==> src/rtl/mem_bus_arbiter.sv <==
// rtl/mem_bus_arbiter.sv - round-robin fetch/data arbiter onto one Avalon-style master port
module mem_bus_arbiter #(
   parameter int unsigned TIMEOUT_CYCLES = 1023
) (
   input  logic        clk,
   input  logic        reset,
   // fetch requester (read-only)
   input  logic        if_req,
   input  logic [31:0] if_addr,
   output logic        if_ack,
   output logic        if_busy,
   // data requester
   input  logic        d_req,
   input  logic        d_write,
   input  logic [31:0] d_addr,
   input  logic [31:0] d_wdata,
   input  logic [3:0]  d_byteenable,
   output logic        d_ack,
   output logic        d_busy,
   // shared response
   output logic [31:0] rdata,
   output logic        err,
   // master port
   output logic [31:0] address,
   output logic [31:0] writedata,
   output logic        read,
   output logic        write,
   output logic [3:0]  byteenable,
   input  logic        waitrequest,
   input  logic [31:0] readdata
);

   localparam int unsigned TW = (TIMEOUT_CYCLES > 1) ? $clog2(TIMEOUT_CYCLES + 1) : 1;
   // counter value at which one more stalled cycle means the transfer is abandoned
   localparam logic [TW-1:0] TMO_LAST = (TIMEOUT_CYCLES > 0) ? TW'(TIMEOUT_CYCLES - 1) : '0;

   typedef enum logic [1:0] {
      S_IDLE,
      S_XFER,
      S_DONE
   } state_t;

   state_t        state_q;

   // pending request registers, one per requester
   logic          if_pend_q;
   logic [31:0]   if_addr_q;
   logic          d_pend_q;
   logic          d_write_q;
   logic [31:0]   d_addr_q;
   logic [31:0]   d_wdata_q;
   logic [3:0]    d_be_q;

   // last_data_q is both the round-robin history and the current grantee
   logic          last_data_q;
   logic [TW-1:0] tmo_q;

   // registered master-port and response outputs
   logic [31:0]   address_q;
   logic [31:0]   writedata_q;
   logic [3:0]    byteenable_q;
   logic          read_q;
   logic          write_q;
   logic [31:0]   rdata_q;
   logic          if_ack_q;
   logic          d_ack_q;
   logic          err_q;

   logic          grant_data_d;
   logic          tmo_hit_d;

   // pick the data requester when it is the only one pending or the fetch side went last
   always_comb begin
      grant_data_d = d_pend_q & (~if_pend_q | ~last_data_q);
      tmo_hit_d    = 1'b0;
      if (TIMEOUT_CYCLES != 0) begin
         tmo_hit_d = waitrequest & (tmo_q == TMO_LAST);
      end
   end

   // request capture, arbitration FSM, bus strobes and response pulses
   always_ff @(posedge clk or posedge reset) begin
      if (reset) begin
         state_q      <= S_IDLE;
         if_pend_q    <= 1'b0;
         if_addr_q    <= '0;
         d_pend_q     <= 1'b0;
         d_write_q    <= 1'b0;
         d_addr_q     <= '0;
         d_wdata_q    <= '0;
         d_be_q       <= '0;
         last_data_q  <= 1'b1;
         tmo_q        <= '0;
         address_q    <= '0;
         writedata_q  <= '0;
         byteenable_q <= '0;
         read_q       <= 1'b0;
         write_q      <= 1'b0;
         rdata_q      <= '0;
         if_ack_q     <= 1'b0;
         d_ack_q      <= 1'b0;
         err_q        <= 1'b0;
      end else begin
         // ack and err are single-cycle pulses
         if_ack_q <= 1'b0;
         d_ack_q  <= 1'b0;
         err_q    <= 1'b0;

         // a requester with nothing pending may post a new request, including in its ack cycle
         if (if_req && !if_pend_q) begin
            if_pend_q <= 1'b1;
            if_addr_q <= if_addr;
         end
         if (d_req && !d_pend_q) begin
            d_pend_q  <= 1'b1;
            d_write_q <= d_write;
            d_addr_q  <= d_addr;
            d_wdata_q <= d_wdata;
            d_be_q    <= d_byteenable;
         end

         case (state_q)
            S_IDLE: begin
               if (if_pend_q || d_pend_q) begin
                  last_data_q <= grant_data_d;
                  tmo_q       <= '0;
                  state_q     <= S_XFER;
                  if (grant_data_d) begin
                     address_q    <= d_addr_q;
                     writedata_q  <= d_write_q ? d_wdata_q : 32'h0;
                     byteenable_q <= d_be_q;
                     read_q       <= ~d_write_q;
                     write_q      <= d_write_q;
                  end else begin
                     address_q    <= if_addr_q;
                     writedata_q  <= 32'h0;
                     byteenable_q <= 4'b1111;
                     read_q       <= 1'b1;
                     write_q      <= 1'b0;
                  end
               end
            end

            S_XFER: begin
               if (!waitrequest || tmo_hit_d) begin
                  // normal completion or abandoned after too many stalled cycles
                  read_q  <= 1'b0;
                  write_q <= 1'b0;
                  rdata_q <= (!waitrequest && read_q) ? readdata : 32'h0;
                  err_q   <= waitrequest;
                  state_q <= S_DONE;
                  if (last_data_q) begin
                     d_pend_q <= 1'b0;
                     d_ack_q  <= 1'b1;
                  end else begin
                     if_pend_q <= 1'b0;
                     if_ack_q  <= 1'b1;
                  end
               end else begin
                  tmo_q <= tmo_q + 1'b1;
               end
            end

            S_DONE: begin
               state_q <= S_IDLE;
            end

            default: begin
               state_q <= S_IDLE;
            end
         endcase
      end
   end

   // busy covers the pending/in-flight span plus the ack cycle
   assign if_busy    = if_pend_q | if_ack_q;
   assign d_busy     = d_pend_q | d_ack_q;
   assign if_ack     = if_ack_q;
   assign d_ack      = d_ack_q;
   assign err        = err_q;
   assign rdata      = rdata_q;
   assign address    = address_q;
   assign writedata  = writedata_q;
   assign byteenable = byteenable_q;
   assign read       = read_q;
   assign write      = write_q;

endmodule

==> config.mk <==
export PLATFORM = sky130hd
export DESIGN_NAME = mem_bus_arbiter
export DESIGN_NICKNAME = d
export VERILOG_FILES = /design/src/rtl/mem_bus_arbiter.sv
export SDC_FILE = /design/constraint.sdc
export NUM_CORES = 1
export LEC_CHECK = 0
export CAP_MARGIN = 25
export CORE_MARGIN = 5
export CORE_UTILIZATION = 43
export DETAILED_ROUTE_END_ITERATION = 6
export GPL_TIMING_DRIVEN = 1
export PLACE_DENSITY = 0.76
export SYNTH_ARGS = -nofsm -noshare
export SYNTH_HDL_FRONTEND = slang
export SYNTH_SLANG_ARGS = --single-unit
export TNS_END_PERCENT = 30
==> constraint.sdc <==
create_clock -name clk -period 8 [get_ports clk]
set_input_delay 2 -clock clk [delete_from_list [all_inputs] [get_ports clk]]
set_output_delay 2 -clock clk [all_outputs]
set_load 0.03 [all_outputs]
==> flow_summary.yaml <==
yosys:
  synth.avg_cell_area_um2: 14.2
  synth_nets: 744
  async_flop_share: 1.00
  yosysSeqAreaShare: 0.645
  syn_inst: 604
  yosys_warnings: 0
  dominantRegCellSynth: "dfrtp_1"
  syn_area_um2: 8570
  ys_types: 43
  synth-edff-count: 0
  ys_ff_latch: 221
sta:
  post-route-period-util: 0.500
  setup_violations: 0
  rsz0062_at_grt: "false"
  hold_viol: 0
  fin_crit_ns: 4.00
  holdWs_ns: 0.479
  fin_setup_tns_ns: 0
  report.final.slew_viol_count: 0
  fin_ws_ns: 4.00
  max_slew_margin: 0.480
  worstMarginPinSlew_ns: 0.781
  timing.fmax_ghz: 0.250
  clock-skew-final_ns: 0.00731
finish:
  area_growth_syn_to_layout_pct: 40.9
  nets: 984
  final_layout_size_suffix_gt1_frac: 0.185
  seq_area_um2: 5530
  design_area_um2: 12100
  stdcell_count: 1121
  n_fill_cell: 1504
  insertedDiodeCount: 0
  post-route-util: 0.619
  multiInputGateArea_um2: 2860
global_routing:
  grt_max_degree: 137
  grt_pass1_wl_mm: 32.8
  gr-total-overflow: 0
  antenna_found_initial: 0
  grt_pass1_vias: 6166
  grt_usage: 0.182
worst_setup_path:
  cp-end-kind: "output port"
  start_kind: "flop"
  crit_chain: "or2_2 -> clkdlybuf4s50_1"
  cp_slowest_cell: "clkdlybuf4s50_1"
  cp_num_buf_inv: 1
  worstSetupPathType: "flop to output port"
  required_ns: 6.00
  critPathArrivalTime_ns: 2.00
  max_stage_delay_ns: 0.61
  crit_family: "buffers and inverters"
  crit_fanout: 6
clock_tree:
  clk_pin_slew_ns: 0.06
  htree_levels: 1
  ctsHoldBuffers: 0
  cts_tree: "done"
  cts_buffers: 23
  clk_latency_ns: 0.49
  cts.path.max_buffers: 3
  clock-root-buffer: "clkbuf_16"
  cts_resized: 0
  cts_sinks: 221
  cts_setup_buffers: 0
die:
  io_pins: 245
  die_h_um: 151
  start_util: 0.439
  coreArea_um2: 19500
  rows: 51
  die_area_um2: 22900
  die_w_um: 151
place:
  dpl_cell_area_um2: 11300
  placed_cells: 1083
  dp_hpwl_mm: 14.5
  place_ws_ns: 3.64
  place.gp.congestion: 0.775
  port_buffers: 244
power:
  p_leak_nw: 5.27
  finalPower_mw: 5.19
  power_density_nw_per_um2: 429
  ir_worst_vdd_uv: 295
route:
  routed_via_density: 5.14
  drc_errors: 0
  dr.pass1.iters: 5
  drt_iter0_markers: 184
  ant_nets: 0
  wl_mm: 21.2
  post_drt_wl_per_cell_um: 18.9
  via_count: 5767
outcome:
  status: "finished, final reports clean"
hold_path:
  min_path_type: "flop to flop"
flow_run:
  max_cap_viol_count: 0
worst register-to-register path: stages (launching register included):
cell and delay [ns]:
dfrtp_1 0.48, nor2b_4 0.58, buf_4 0.67, mux2_2 0.45
final timing paths:
check	depth (start not counted)	end	startpoint	slack, ns
hold reg to reg	2	address[9]	address[9]	0.48
min in group asynchronous	2	address[20]	reset	1.89
setup / recovery	2	if_busy	if_pend_q	4.00
hold / removal	2	address[9]	address[9]	0.48
max in group asynchronous	3	if_addr_q[4]	reset	4.97
setup reg to reg	3	d_wdata_q[22]	d_pend_q	5.71
cells by family after synthesis:
| group | share of synthesized area |
|---|---|
| AO/OA/AOI/OAI | 0.111 |
| adder cells (fa/ha/maj) | 0.00292 |
| buffers and inverters | 0.0260 |
| flip-flops | 0.645 |
| multiplexers | 0.172 |
| AND/OR/NAND/NOR | 0.0433 |
layer usage:
| layer | vias to the layer above | part of all wire | global-route usage |
|---|---|---|---|
| met2 | 215 | 0.46 | 0.291 |
| met3 | 33 | 0.11 | 0.0760 |
| met5 | - | 0 | 0 |
| met1 | 2869 | 0.41 | 0.232 |
| li1 | 2650 | - | - |
| met4 | 0 | 0.018 | 0.0426 |
cell usage in the layout (no fill, tap or decap), types with 4 or more instances in the layout:
cell type,instances
o22a_1,4
a21oi_1,8
mux2i_1,32
mux2_2,99
nand2_1,37
a22o_1,66
dfrtp_1,220
clkdlybuf4s50_1,244
buf_4,5
o21ai_0,35
clkbuf_16,23
clkbuf_8,4
nor2_1,13
flip-flops by register name, summed over array words and instances (netlist names):
name	flops
err	1
d_wdata_q	32
d_write_q	1
address	32
last_data_q	1
rdata	32
if_ack	1
read	1
d_addr_q	32
write	1
writedata	32
byteenable	4
d_ack	1
if_addr_q	32
d_be_q	4
tmo_q	10
d_pend_q	1
if_pend_q	1
state_q	2
cells in the mapped netlist (3+ instances only):
cell type | number | area share
a31oi_1 | 3 | 0.0022
nor2b_1 | 4 | 0.0029
o22a_1 | 4 | 0.0041
a21oi_1 | 8 | 0.0047
buf_6 | 5 | 0.0066
buf_1 | 3 | 0.0013
inv_1 | 4 | 0.0018
mux2i_1 | 32 | 0.037
a22o_1 | 66 | 0.067
dfrtp_1 | 220 | 0.64
nor3_1 | 3 | 0.0018
clkbuf_1 | 12 | 0.0053
mux2_2 | 99 | 0.13
o21ai_0 | 35 | 0.020
nand3_1 | 3 | 0.0018
nor2_1 | 13 | 0.0057
buf_2 | 19 | 0.011
a21o_1 | 3 | 0.0026
nand2_1 | 37 | 0.016
layout make-up:
type                    count  share of cell area
inverters                   4             0.00155
clock inverters             7             0.00952
repair buffers            254               0.214
well taps                 265              0.0274
multi-input cells         340               0.237
flip-flops and latches    221               0.458
clock buffers              30              0.0531
power by group:
part           leakage (nW)  switching, mW  total, mW  internal, mW
clock network         0.366          0.413       1.07         0.656
registers              2.75          0.298       1.93          1.64
logic                  2.15           1.15       2.18          1.03
(Power assumes the default switching activity.)
